### config.mk
export PLATFORM = sky130hd
export DESIGN_NAME = uart_tx
export DESIGN_NICKNAME = d
export VERILOG_FILES = /design/src/rtl/uart_pkg.sv /design/src/rtl/tx_serializer.sv /design/src/rtl/uart_tx.sv
export SDC_FILE = /design/constraint.sdc
export NUM_CORES = 1
export LEC_CHECK = 0
export BUFFER_PORTS_ARGS = -buffer_cell sky130_fd_sc_hd__buf_2
export CAP_MARGIN = 10
export CELL_PAD_IN_SITES_DETAIL_PLACEMENT = 0
export CELL_PAD_IN_SITES_GLOBAL_PLACEMENT = 2
export CORE_MARGIN = 2
export CORE_UTILIZATION = 36
export CTS_CLUSTER_DIAMETER = 30
export DETAILED_ROUTE_END_ITERATION = 7
export PLACE_DENSITY = 0.84
export SETUP_SLACK_MARGIN = 0.05
export SLEW_MARGIN = 20
export SYNTH_ARGS = -nofsm -noshare
export SYNTH_HDL_FRONTEND = slang
export SYNTH_SLANG_ARGS = --single-unit
export TNS_END_PERCENT = 1
### constraint.sdc
create_clock -name clk -period 2 [get_ports clk]
set_input_delay 0 -clock clk [delete_from_list [all_inputs] [get_ports clk]]
set_output_delay 0 -clock clk [all_outputs]
set_load 0.02 [all_outputs]
### src/rtl/uart_pkg.sv
// Shared UART definitions: FSM state encoding, default payload width and line levels.
// Imported by both the transmit and receive sides.
package uart_pkg;

    localparam int DATA_WIDTH_DEF = 8;

    localparam logic IDLE_LVL  = 1'b1;
    localparam logic START_LVL = 1'b0;
    localparam logic STOP_LVL  = 1'b1;

    typedef enum logic [2:0] {
        IDLE,
        START,
        DATA,
        PARITY,
        STOP
    } tx_state_t;

endpackage

### src/rtl/tx_serializer.sv
// Payload shift register, bit counter and parity generator for uart_tx.
// ser_bit is the next payload bit to be placed on the line; the top registers it.
module tx_serializer
    import uart_pkg::*;
#(
    parameter int DATA_WIDTH = DATA_WIDTH_DEF
) (
    input  logic                  clk,
    input  logic                  rst,
    input  logic                  load,
    input  logic [DATA_WIDTH-1:0] load_data,
    input  logic                  load_par_typ,
    input  logic                  shift,
    input  logic                  count,
    output logic                  ser_bit,
    output logic                  last_bit,
    output logic                  par_bit
);
    localparam int CNT_W = (DATA_WIDTH > 1) ? $clog2(DATA_WIDTH) : 1;

    logic [DATA_WIDTH-1:0] shreg;
    logic [CNT_W-1:0]      bit_cnt;

    // Payload and parity are pure data; only the counter needs a defined reset value.
    always_ff @(posedge clk) begin
        if (load) begin
            shreg   <= load_data;
            par_bit <= (^load_data) ^ load_par_typ;
        end else if (shift) begin
            shreg <= shreg >> 1;
        end
    end

    always_ff @(posedge clk or negedge rst) begin
        if (!rst) begin
            bit_cnt <= '0;
        end else if (load) begin
            bit_cnt <= '0;
        end else if (count) begin
            bit_cnt <= last_bit ? '0 : bit_cnt + CNT_W'(1);
        end
    end

    assign ser_bit  = shreg[0];
    assign last_bit = (bit_cnt == CNT_W'(DATA_WIDTH - 1));

endmodule

### src/rtl/uart_tx.sv
// UART transmitter: FSM, registered serial output and optional one-word holding buffer.
// Define UART_TX_HOLD_BUF_EN to compile in the holding buffer for back-to-back frames.
module uart_tx
    import uart_pkg::*;
#(
    parameter int DATA_WIDTH = DATA_WIDTH_DEF
) (
    input  logic                  clk,
    input  logic                  rst,
    input  logic [DATA_WIDTH-1:0] P_DATA,
    input  logic                  DATA_VALID,
    input  logic                  PAR_EN,
    input  logic                  PAR_TYP,
    output logic                  TX_OUT,
    output logic                  busy,
    output logic                  ready
);
    tx_state_t             state, state_nxt;
    logic                  tx_out_nxt;
    logic                  accept, launch;
    logic [DATA_WIDTH-1:0] launch_data;
    logic                  launch_par_en, launch_par_typ;
    logic                  par_en_q;
    logic                  ser_bit, last_bit, par_bit;

`ifdef UART_TX_HOLD_BUF_EN
    logic [DATA_WIDTH-1:0] hold_data;
    logic                  hold_par_en, hold_par_typ, hold_full;

    assign ready  = !hold_full;
    assign accept = DATA_VALID && ready;
    // A new frame may start from IDLE or straight out of STOP; a buffered word has priority.
    assign launch         = ((state == IDLE) || (state == STOP)) && (hold_full || accept);
    assign launch_data    = hold_full ? hold_data    : P_DATA;
    assign launch_par_en  = hold_full ? hold_par_en  : PAR_EN;
    assign launch_par_typ = hold_full ? hold_par_typ : PAR_TYP;

    always_ff @(posedge clk or negedge rst) begin
        if (!rst) begin
            hold_full <= 1'b0;
        end else if (launch && hold_full) begin
            hold_full <= 1'b0;
        end else if (accept && !launch) begin
            hold_full <= 1'b1;
        end
    end

    always_ff @(posedge clk) begin
        if (accept && !launch) begin
            hold_data    <= P_DATA;
            hold_par_en  <= PAR_EN;
            hold_par_typ <= PAR_TYP;
        end
    end
`else
    assign ready          = (state == IDLE);
    assign accept         = DATA_VALID && ready;
    assign launch         = accept;
    assign launch_data    = P_DATA;
    assign launch_par_en  = PAR_EN;
    assign launch_par_typ = PAR_TYP;
`endif

    tx_serializer #(
        .DATA_WIDTH(DATA_WIDTH)
    ) u_ser (
        .clk         (clk),
        .rst         (rst),
        .load        (launch),
        .load_data   (launch_data),
        .load_par_typ(launch_par_typ),
        .shift       ((state == START) || (state == DATA)),
        .count       (state == DATA),
        .ser_bit     (ser_bit),
        .last_bit    (last_bit),
        .par_bit     (par_bit)
    );

    always_ff @(posedge clk or negedge rst) begin
        if (!rst) begin
            par_en_q <= 1'b0;
        end else if (launch) begin
            par_en_q <= launch_par_en;
        end
    end

    // tx_out_nxt is the level of the state being entered, so TX_OUT tracks state exactly.
    always_comb begin
        state_nxt  = state;
        tx_out_nxt = IDLE_LVL;
        case (state)
            IDLE: begin
                if (launch) begin
                    state_nxt  = START;
                    tx_out_nxt = START_LVL;
                end
            end
            START: begin
                state_nxt  = DATA;
                tx_out_nxt = ser_bit;
            end
            DATA: begin
                tx_out_nxt = ser_bit;
                if (last_bit) begin
                    if (par_en_q) begin
                        state_nxt  = PARITY;
                        tx_out_nxt = par_bit;
                    end else begin
                        state_nxt  = STOP;
                        tx_out_nxt = STOP_LVL;
                    end
                end
            end
            PARITY: begin
                state_nxt  = STOP;
                tx_out_nxt = STOP_LVL;
            end
            STOP: begin
                if (launch) begin
                    state_nxt  = START;
                    tx_out_nxt = START_LVL;
                end else begin
                    state_nxt  = IDLE;
                    tx_out_nxt = IDLE_LVL;
                end
            end
            default: begin
                state_nxt  = IDLE;
                tx_out_nxt = IDLE_LVL;
            end
        endcase
    end

    always_ff @(posedge clk or negedge rst) begin
        if (!rst) begin
            state  <= IDLE;
            TX_OUT <= IDLE_LVL;
        end else begin
            state  <= state_nxt;
            TX_OUT <= tx_out_nxt;
        end
    end

    assign busy = (state != IDLE);

endmodule

==> results of run 1 <==
==> layout make-up <==
cell class	count	area (um2)	area share (%)
tap	30	37.5	3.59
sequential	17	472	45.1
inverter	3	11.3	1.08
timing repair buffer	18	103	9.81
multi-input combinational	44	397	37.9
clock buffer	4	26.3	2.51
==> power by group through the flow <==
| stage | Sequential [uW] | Combinational, uW | Clock [uW] |
|---|---|---|---|
| final | 703 | 605 | 179 |
| after global routing | 729 | 667 | 206 |
| after CTS | 706 | 619 | 192 |
| after detailed placement | 709 | 612 | 0 |
| after global placement | 706 | 598 | 0 |
| after floorplan | 652 | 566 | 0 |
==> state kept, by name, indices dropped and copies added, names as in the netlist <==
| register | cells |
|---|---|
| u_ser.shreg | 8 |
| state | 3 |
| par_en_q | 1 |
| u_ser.par_bit | 1 |
| u_ser.bit_cnt | 3 |
| TX_OUT | 1 |
==> layer usage <==
| metal | routed length [um] | global-route usage, % |
|---|---|---|
| met5 | 0 | 0 |
| met4 | 12 | 2.50 |
| met3 | 65 | 4.10 |
| met2 | 770 | 20.8 |
| met1 | 652 | 14.6 |
==> how the worst max path moves through the flow <==
stage                           endpoint  cells after the start  slack (ps)      from
final                     u_ser.shreg[4]                      3         380  state[0]
after global routing      u_ser.shreg[2]                      3         310  state[0]
after CTS                 u_ser.shreg[4]                      3         380  state[0]
after detailed placement  u_ser.shreg[4]                      3         400  state[0]
after global placement    u_ser.shreg[0]                      3         420  state[0]
after floorplan           u_ser.shreg[0]                      5         300  state[0]
==> critical path: stages (launching register included) <==
cell	delay, ps
dfrtp_1	500
nor3_4	280
and2_4	280
mux2_4	310
==> cell usage after synthesis, types with 2 or more instances <==
| library cell | instances | share of area, % |
|---|---|---|
| xnor2_1 | 5 | 4.7 |
| mux2_4 | 7 | 11 |
| dfrtp_1 | 7 | 19 |
| edfxtp_1 | 9 | 29 |
| o21ai_0 | 2 | 1.1 |
| a22o_1 | 3 | 2.8 |
| a211oi_1 | 2 | 1.6 |
| nor3_1 | 4 | 2.2 |
| nor2_1 | 3 | 1.2 |
| a21oi_1 | 2 | 1.1 |
| inv_1 | 3 | 1.2 |
| ha_1 | 2 | 2.7 |
| o21bai_1 | 2 | 1.6 |
==> cell families (layout without fill, tap and decap cells) <==
group | count (synthesis) | in the layout | share of synthesized area (%)
xor gates and xnor gates | 7 | 7 | 8.13
DFF | 17 | 17 | 51.1
and+or+nand+nor | 15 | 15 | 10.6
adders and majority gates | 2 | 2 | 2.71
buffers and inverters | 7 | 25 | 5.96
muxes | 7 | 7 | 11.4
AOI/OAI and AO/OA | 13 | 13 | 10.2
==> metrics by stage <==
step                area (um2)  util (%)
finish                    1050      42.6
global route              1050      42.6
CTS                       1050      42.6
detailed placement        1000      40.7
global placement          1000      40.7
floorplan                  923         -
==> qor.txt, run 1 <==
Status -> finished, final reports clean
Clk pin slew, worst setup/hold paths -> 100 ps
Largest net degree at the start of global routing -> 11
Total power -> 1490 uW
Power per cell area -> 1420 nW/um2
Worst Clk Skew -> 7.51 ps
Placer Congestion -> 0.767
Initial Utilization -> 37.6%
Core box area -> 2450 um2
Register share of total power -> 47.3%
Commonest non-fill, non-tap cells in the layout -> 15 x buf_2, 9 x edfxtp_1, 7 x mux2_4, 7 x dfrtp_1, 5 x xnor2_1
Via/cell ratio -> 4.84
Largest fanout on the critical path -> 10
Sw power -> 499 uW
Combinational power share -> 40.7%
Maximum VDD drop -> 0.727 mV
DRT iter0 DRCs -> 3
Least-Margin Pin Slew -> 378 ps
Unrepaired setup endpoints after global routing -> no
Reg2reg setup slack -> 380 ps
CTS max path bufs -> 2
Ys async rst share -> 47.1%
Fmax -> 0.619 GHz
Final setup fails -> 0
Mapped Area -> 923 um2
Fin Setup TNS -> 0 ps
N_diodes -> 0
Count of nets after finishing -> 102
Synth Area per Inst -> 13.6 um2
R2r endpoint -> u_ser.shreg[4]
Rows -> 18
CTS Hold Bufs -> 2
Post-route insts no fill -> 116
Worst Hold Class -> input pin to register
Sw Share -> 33.6%
Post-CTS Resized -> 0
H-tree depth -> 1
Hold EP -> u_ser.shreg[0]
Hold Crit Start -> P_DATA[0]
Vias -> 561
Die ar. -> 2990 um2
Post-synth cell types -> 30
Share of post-route cells with drive strength above 1 -> 36.0%
Post-CTS setup buffers -> 0
I/O Buffers -> 15
Vias in the first global route -> 565
DRT Wirelength -> 1.50 mm
Post-DP HPWL -> 1.14 mm
Pre-CTS setup slack -> 396 ps
Final critical-path share of the clock period -> 80.8%
Setup CP Type -> register to register
Post-synth EDFFs -> 9
Hold Path Depth -> 2
Maxcap violations -> 0
Slew HR -> 74.5%
Initial antenna violation count -> 0
CTS Sinks -> 17
Fill cells -> 239
Crit path required time -> 2040 ps
Global Route Usage Sum -> 12.1%
Clk_lat worst skew -> 280 ps
FF-to-FF path depth -> 3
P_leak -> 0.000463 uW
Flops & latches, synth -> 17
First-pass GRT wire length -> 2.51 mm
Critical Path Start Type -> register
Seq/Total Area, Yosys -> 51.1%
WP data arrival -> 1650 ps
Post-Syn Instances -> 68
Yosys warns -> 0
R2R Path Start -> state[0]
Syn Nets -> 83
Router iterations before antenna repair -> 4
Ports -> 16
DR DRC count -> 0
DIE HEIGHT -> 54.6 um
Placed Cells -> 110
Slew Limit Fails -> 0
Clock share of power -> 12.1%
Die Wd -> 54.6 um
Commonest non-fill, non-tap cell in the layout -> buf_2
Setup WS post-layout -> 385 ps
CTS buffer count -> 3
Internal Power -> 988 uW
CP Capture Type -> register
Fin. Hold Viols -> 0
CTS tree -> yes
WL per Instance -> 12.9 um
Hold slack final -> 42.0 ps
Root Buffer -> clkbuf_4
Tmin final -> 1620 ps
Grt total ovfl -> 0
ANT nets after route -> 0
Area Growth Syn to Fin -> 13.3%
Ys flop type -> edfxtp_1
Power figures use the tool's default switching activity.
==> run 2, diff against run 1 <==
ABC_AREA = 1   (was unset)
CORE_UTILIZATION = 29   (was 36)
PLACE_DENSITY = 0.82   (was 0.84)
clock period = 1.4 ns   (was 2 ns; I/O delays follow)
==> run 2 against run 1 <==
Compared with the run above:
- final area grew 14%
- die area grew 29%
- sequential share of layout area is 5.4 points lower
- clock power rose by 55%
- cell count rose by 59%
- critical endpoint is now u_ser.shreg[6]
- largest power group is now combinational cells
- highest routed layer unchanged
==> qor.txt, run 2 <==
Global Route Usage Sum -> 10.6% (-1.5 points)
Count of nets after finishing -> 155 (+52%)
Clock share of power -> 11.3% (-0.8 points)
Post-synth cell types -> 24 (-20%)
Fin util -> 36.2% (-6.5 points)
Hold Path Depth -> 3 (+1)
Register share of total power -> 40.6% (-6.7 points)
CTS Sinks -> 17 (unchanged)
DR DRC count -> 0 (unchanged)
Worst Hold Class -> input pin to register
WL met1 -> 814 um (+25%)
WP data arrival -> 1340 ps (-310 ps)
Sw power -> 1070 uW (+110%)
DIE HEIGHT -> 62.0 um (+13%)
I/O Buffers -> 15 (unchanged)
Area Growth Syn to Fin -> 21.7%
Worst Clk Skew -> 6.78 ps (-0.729 ps)
Critical Path Start Type -> register
Mapped Area -> 976 um2 (+5.7%)
Largest register FFs -> 8 (unchanged)
Router iterations before antenna repair -> 4 (unchanged)
Root Buffer -> clkbuf_4
Final instance area -> 1190 um2 (+14%)
FF-to-FF path depth -> 5 (+2)
Maxcap violations -> 0 (unchanged)
CTS buffer count -> 3 (unchanged)
Ys async rst share -> 47.1% (unchanged)
R2r endpoint -> u_ser.shreg[6]
Clk_lat worst skew -> 300 ps (+20 ps)
Slew Limit Fails -> 0 (unchanged)
Power per cell area -> 2080 nW/um2 (+46%)
CTS tree -> yes
Placer Congestion -> 0.864 (+13%)
Post-DP HPWL -> 1.43 mm (+26%)
Setup CP Type -> register to register
Clk pin slew, worst setup/hold paths -> 110 ps (about the same)
Initial antenna violation count -> 0 (unchanged)
Routed wl met3 -> 80 um (+23%)
Via/cell ratio -> 4.24 (-12%)
Largest net degree at the start of global routing -> 16 (+5)
Total power -> 2470 uW (+66%)
Commonest non-fill, non-tap cells in the layout -> 40 x nand2_1, 15 x buf_2, 12 x inv_1
Sw Share -> 43.4% (+9.8 points)
CTS max path bufs -> 2 (unchanged)
Largest fanout on the critical path -> 8 (-2)
Die ar. -> 3850 um2 (+29%)
Top cells by area, synth -> edfxtp_1 28%, dfrtp_1 18%, nand2_1 17%, o21ai_2 5.4%, inv_1 5.0%
ANT nets after route -> 0 (unchanged)
Vias in the first global route -> 715 (+27%)
Syn Nets -> 132 (+59%)
Internal Power -> 1400 uW (+41%)
Hold Crit Start -> P_DATA[4]
Share of post-route cells with drive strength above 1 -> 33.1% (-3.0 points)
Least-Margin Pin Slew -> 264 ps (-115 ps)
Commonest non-fill, non-tap cell in the layout -> nand2_1
Ys flop type -> edfxtp_1
Combinational power share -> 48.1% (+7.4 points)
Maximum VDD drop -> 0.480 mV (-34%)
Final setup fails -> 0 (unchanged)
Status -> finished, final reports clean
Reg2reg setup slack -> 80 ps (-300 ps)
Die Wd -> 62.0 um (+13%)
Rows -> 21 (+3)
N_diodes -> 0 (unchanged)
Ports -> 16 (unchanged)
R2R Path Start -> state[1]
Yosys warns -> 0 (unchanged)
Fmax -> 0.758 GHz (+22%)
Hold EP -> u_ser.shreg[4]
Fin Setup TNS -> 0 ps (unchanged)
Initial Utilization -> 29.7% (-7.9 points)
Cell taking the most area after synthesis -> edfxtp_1
Most flops, register -> u_ser.shreg
Fin. Hold Viols -> 0 (unchanged)
H-tree depth -> 1 (unchanged)
WL per Instance -> 9.87 um (-24%)
Top-count cell post-synth -> nand2_1
DRT iter0 DRCs -> 42 (+39)
Synth Area per Inst -> 8.34 um2 (-39%)
Slew HR -> 82.3% (+7.8 points)
CP Capture Type -> register
Flops & latches, synth -> 17 (unchanged)
Unrepaired setup endpoints after global routing -> yes
Leading registers by flop count -> u_ser.shreg: 8 flops, state: 3 flops, u_ser.bit_cnt: 3 flops
Top-area cell type share of the netlist area -> 27.7% (-1.6 points)
Seq/Total Area, Yosys -> 48.3% (-2.8 points)
Top routing layer in use -> met4
First-pass GRT wire length -> 2.95 mm (+18%)
Post-CTS setup buffers -> 0 (unchanged)
P_leak -> 0.000600 uW (+30%)
Final critical-path share of the clock period -> 94.3% (+13 points)
DRT Wirelength -> 1.83 mm (+22%)
Core box area -> 3280 um2 (+34%)
DR WL met2 -> 908 um (+18%)
Tmin final -> 1320 ps (-296 ps)
Post-Syn Instances -> 117 (+72%)
Crit path required time -> 1420 ps (-620 ps)
Synth top cells by count -> 43 x nand2_1, 13 x inv_1, 9 x edfxtp_1, 7 x dfrtp_1
Grt total ovfl -> 0 (unchanged)
Placed cell area -> 1110 um2 (+11%)
Post-synth EDFFs -> 9 (unchanged)
Vias -> 784 (+40%)
## run 2: cell families (layout without fill, tap and decap cells)
group / Yosys count / after routing / share of synthesized area, %
AOI/OAI and AO/OA: 14 / 14 / 9.74
xor gates and xnor gates: 2 / 2 / 1.80
adders and majority gates: 2 / 2 / 2.56
buffers and inverters: 20 / 42 / 8.72
DFF: 17 / 17 / 48.3
and+or+nand+nor: 62 / 62 / 28.8
## run 2: area by class of cell
type	instances	area [um2]
Fill cell	343	2100
Sequential cell	17	472
Multi-Input combinational cell	80	444
Timing Repair Buffer	19	110
Inverter	19	73.8
Tap cell	46	57.6
Clock buffer	3	22.5
Clock inverter	1	7.51
## run 2: what timing repair did
action                     in CTS  in global routing
gates cloned                    0                  0
hold buffers                    2                  0
resized for setup               1                  6
pin swaps                       0                  1
setup endpoints to repair       2                 13
hold endpoints to repair        9                  0
## run 2: stage by stage
stage,instances,hold slack [ps],worst slack (ps)
2_1_floorplan,117,-296,77.7
3_3_place_gp,179,-144,61.3
3_5_place_dp,179,-143,36.6
4_1_cts,185,28.6,51.7
5_1_grt,185,30.6,12.1
6_report,185,26.4,80.5
## run 2: worst max-delay path, stage by stage (launching register included)
cell and delay (ps):
dfrtp_1 430, inv_2 130, nand3_4 120, nor2_8 160, nor3_2 60, inv_2 150
## run 2: power groups by stage
stage,Clock [uW],Sequential (uW),Combinational [uW]
after global placement,0,997,1120
after detailed placement,0,997,1140
after CTS,289,989,1140
final,278,1000,1190
after global routing,302,1030,1360
after floorplan,0,988,864
## run 2: how the worst max path moves through the flow
stage | startpoint | endpoint | slack, ps
finish | state[1] | u_ser.shreg[6] | 80
global route | state[1] | u_ser.shreg[0] | 10
CTS | state[1] | u_ser.shreg[3] | 50
detailed placement | u_ser.bit_cnt[0] | state[1] | 40
global placement | state[1] | u_ser.shreg[6] | 60
floorplan | state[2] | u_ser.shreg[6] | 80
## run 2: per-layer routing
metal,vias to the layer above,global-route usage (%)
met5,-,0
met4,0,4.86
met3,2,3.11
met2,16,18.5
met1,350,12.0
li1,416,-
==> run 3, diff against run 2 <==
BUFFER_PORTS_ARGS = unset   (was -buffer_cell sky130_fd_sc_hd__buf_2)
CORE_UTILIZATION = 32   (was 29)
DONT_BUFFER_PORTS = 1   (was unset)
HOLD_SLACK_MARGIN = 0.03   (was unset)
PLACE_DENSITY = 0.81   (was 0.82)
==> run 3 against run 2 <==
Compared with the run above:
- clock power fell by 2%
- fmax rose by 0.74%
- critical path depth rose by 1
- critical endpoint is now state[1]
- clock skew rose by 8.0 ps
- flip-flop and latch count did not move
- via count rose by 1.9%
- non-clock buffer count rose by 1
- worst hold slack improved by 16 ps
- largest power group unchanged
==> qor.txt, run 3 (synthesis results as in run 2) <==
Slew HR -> 74.2% (-8.2 points)
ANT nets after route -> 0 (unchanged)
Slew Limit Fails -> 0 (unchanged)
Vias in the first global route -> 819 (+15%)
Least-Margin Pin Slew -> 386 ps (+123 ps)
CTS buffer count -> 3 (unchanged)
Tmin final -> 1310 ps (-9.74 ps)
Die ar. -> 3510 um2 (-8.8%)
Share of post-route cells with drive strength above 1 -> 25.7% (-7.4 points)
Maximum VDD drop -> 1.20 mV (+150%)
Via/cell ratio -> 4.62 (+9.0%)
Power per cell area -> 2110 nW/um2 (+1.4%)
Worst Hold Class -> input pin to async pin
Clk pin slew, worst setup/hold paths -> 110 ps (about the same)
Core box area -> 2980 um2 (-9.3%)
Leading registers by flop count -> u_ser.shreg: 8 flops, state: 3 flops, u_ser.bit_cnt: 3 flops
Initial Utilization -> 32.8% (+3.1 points)
CTS max path bufs -> 2 (unchanged)
I/O Buffers -> 0 (-15)
Placed Cells -> 155 (-13%)
Placer Congestion -> 0.854 (-1.1%)
Setup WS post-layout -> 90.2 ps (+9.74 ps)
Crit path required time -> 1590 ps (+170 ps)
CTS Sinks -> 17 (unchanged)
DRT iter0 DRCs -> 16 (-62%)
Largest net degree at the start of global routing -> 16 (unchanged)
Most flops, register -> u_ser.shreg
Fmax -> 0.763 GHz (+0.74%)
Final setup fails -> 0 (unchanged)
Maxcap violations -> 0 (unchanged)
Global Route Usage Sum -> 12.7% (+2.1 points)
Clk_lat worst skew -> 300 ps (about the same)
Commonest non-fill, non-tap cells in the layout -> 41 x nand2_1, 12 x inv_1, 11 x dlygate4sd3_1
Router iterations before antenna repair -> 4 (unchanged)
Final critical-path share of the clock period -> 93.6% (-0.70 points)
Fin Setup TNS -> 0 ps (unchanged)
CTS tree -> yes
Root Buffer -> clkbuf_4
WL per Instance -> 11.2 um (+13%)
Initial antenna violation count -> 0 (unchanged)
Setup CP Type -> register to register
Post-route insts no fill -> 173 (-6.5%)
Vias -> 799 (+1.9%)
Critical Path Start Type -> register
Reg2reg setup slack -> 90 ps (about the same)
N_diodes -> 0 (unchanged)
DR DRC count -> 0 (unchanged)
P_leak -> 0.000614 uW (+2.5%)
Fill cells -> 301 (-12%)
Count of nets after finishing -> 156 (+0.65%)
Grt total ovfl -> 0 (unchanged)
DIE HEIGHT -> 59.2 um (-4.5%)
Largest register FFs -> 8 (unchanged)
Unrepaired setup endpoints after global routing -> yes
Total power -> 2610 uW (+5.7%)
Ports -> 16 (unchanged)
Rows -> 20 (-4.8%)
H-tree depth -> 1 (unchanged)
Area Growth Syn to Fin -> 26.8%
Post-DP HPWL -> 1.40 mm (-2.1%)
WP data arrival -> 1500 ps (+160 ps)
Pre-CTS setup slack -> 21.0 ps (-15.6 ps)
Commonest non-fill, non-tap cell in the layout -> nand2_1
DRT Wirelength -> 1.94 mm (+6.0%)
Die Wd -> 59.2 um (-4.5%)
First-pass GRT wire length -> 3.44 mm (+16%)
Fin. Hold Viols -> 0 (unchanged)
Worst Clk Skew -> 14.8 ps (+8.03 ps)
CP Capture Type -> register
Largest fanout on the critical path -> 3 (-5)
Status -> finished, final reports clean
## run 3: path summary, 6_finish.rpt
kind / startpoint / to / cells after the start
min in group clk: P_DATA[7] / u_ser.par_bit / 4
setup / recovery: u_ser.bit_cnt[0] / state[1] / 6
hold / removal: rst / u_ser.bit_cnt[0] / 1
setup reg to reg: u_ser.bit_cnt[0] / state[1] / 6
hold reg to reg: u_ser.shreg[0] / TX_OUT / 2
max in group asynchronous: rst / TX_OUT / 1
## run 3: final cells by class
type	instances	area [um2]	area share [%]
Clock buffer	4	26.3	2.12
Inverter	19	73.8	5.97
Multi-Input combinational cell	80	443	35.8
Sequential cell	17	472	38.1
Tap cell	33	41.3	3.34
Timing Repair Buffer	20	181	14.7
## run 3: repair_timing
action,CTS,global route
setup buffers,0,3
resized for setup,2,5
hold endpoints to repair,18,0
pin swaps,0,1
cloned,0,0
hold buffers,11,0
endpoints found under the setup margin,3,14
## run 3: metal layers
layer / vias to the layer above / routed length, um / track usage [%] / share of wire [%]
li1: 417 / - / - / -
met1: 360 / 828 / 15.9 / 43
met2: 22 / 985 / 21.4 / 51
met3: 0 / 122 / 4.59 / 6.3
met4: 0 / 0 / 1.95 / 0
met5: - / 0 / 0 / 0
## run 3: critical path, stage by stage, from the launching register on
cell	delay, ps
dfrtp_1	400
ha_1	200
ha_1	190
nor2_2	140
nand2_2	100
nand2_2	100
o21ai_1	80
## run 3: power breakdown
| group | switching (uW) | internal (uW) | total, uW | leakage (uW) |
|---|---|---|---|---|
| clock network | 161 | 111 | 272 | 0.0000150 |
| registers | 149 | 875 | 1020 | 0.000190 |
| logic | 781 | 534 | 1310 | 0.000409 |
## run 3: metrics by stage
step                      instance area (um2)  hold WS [ps]  utilization, %
after floorplan                           976          -296               -
after global placement                   1050          -295            35.3
after detailed placement                 1050          -295            35.3
after CTS                                1190          41.7            40.1
after global routing                     1240          68.8            41.6
final                                    1240          42.5            41.6
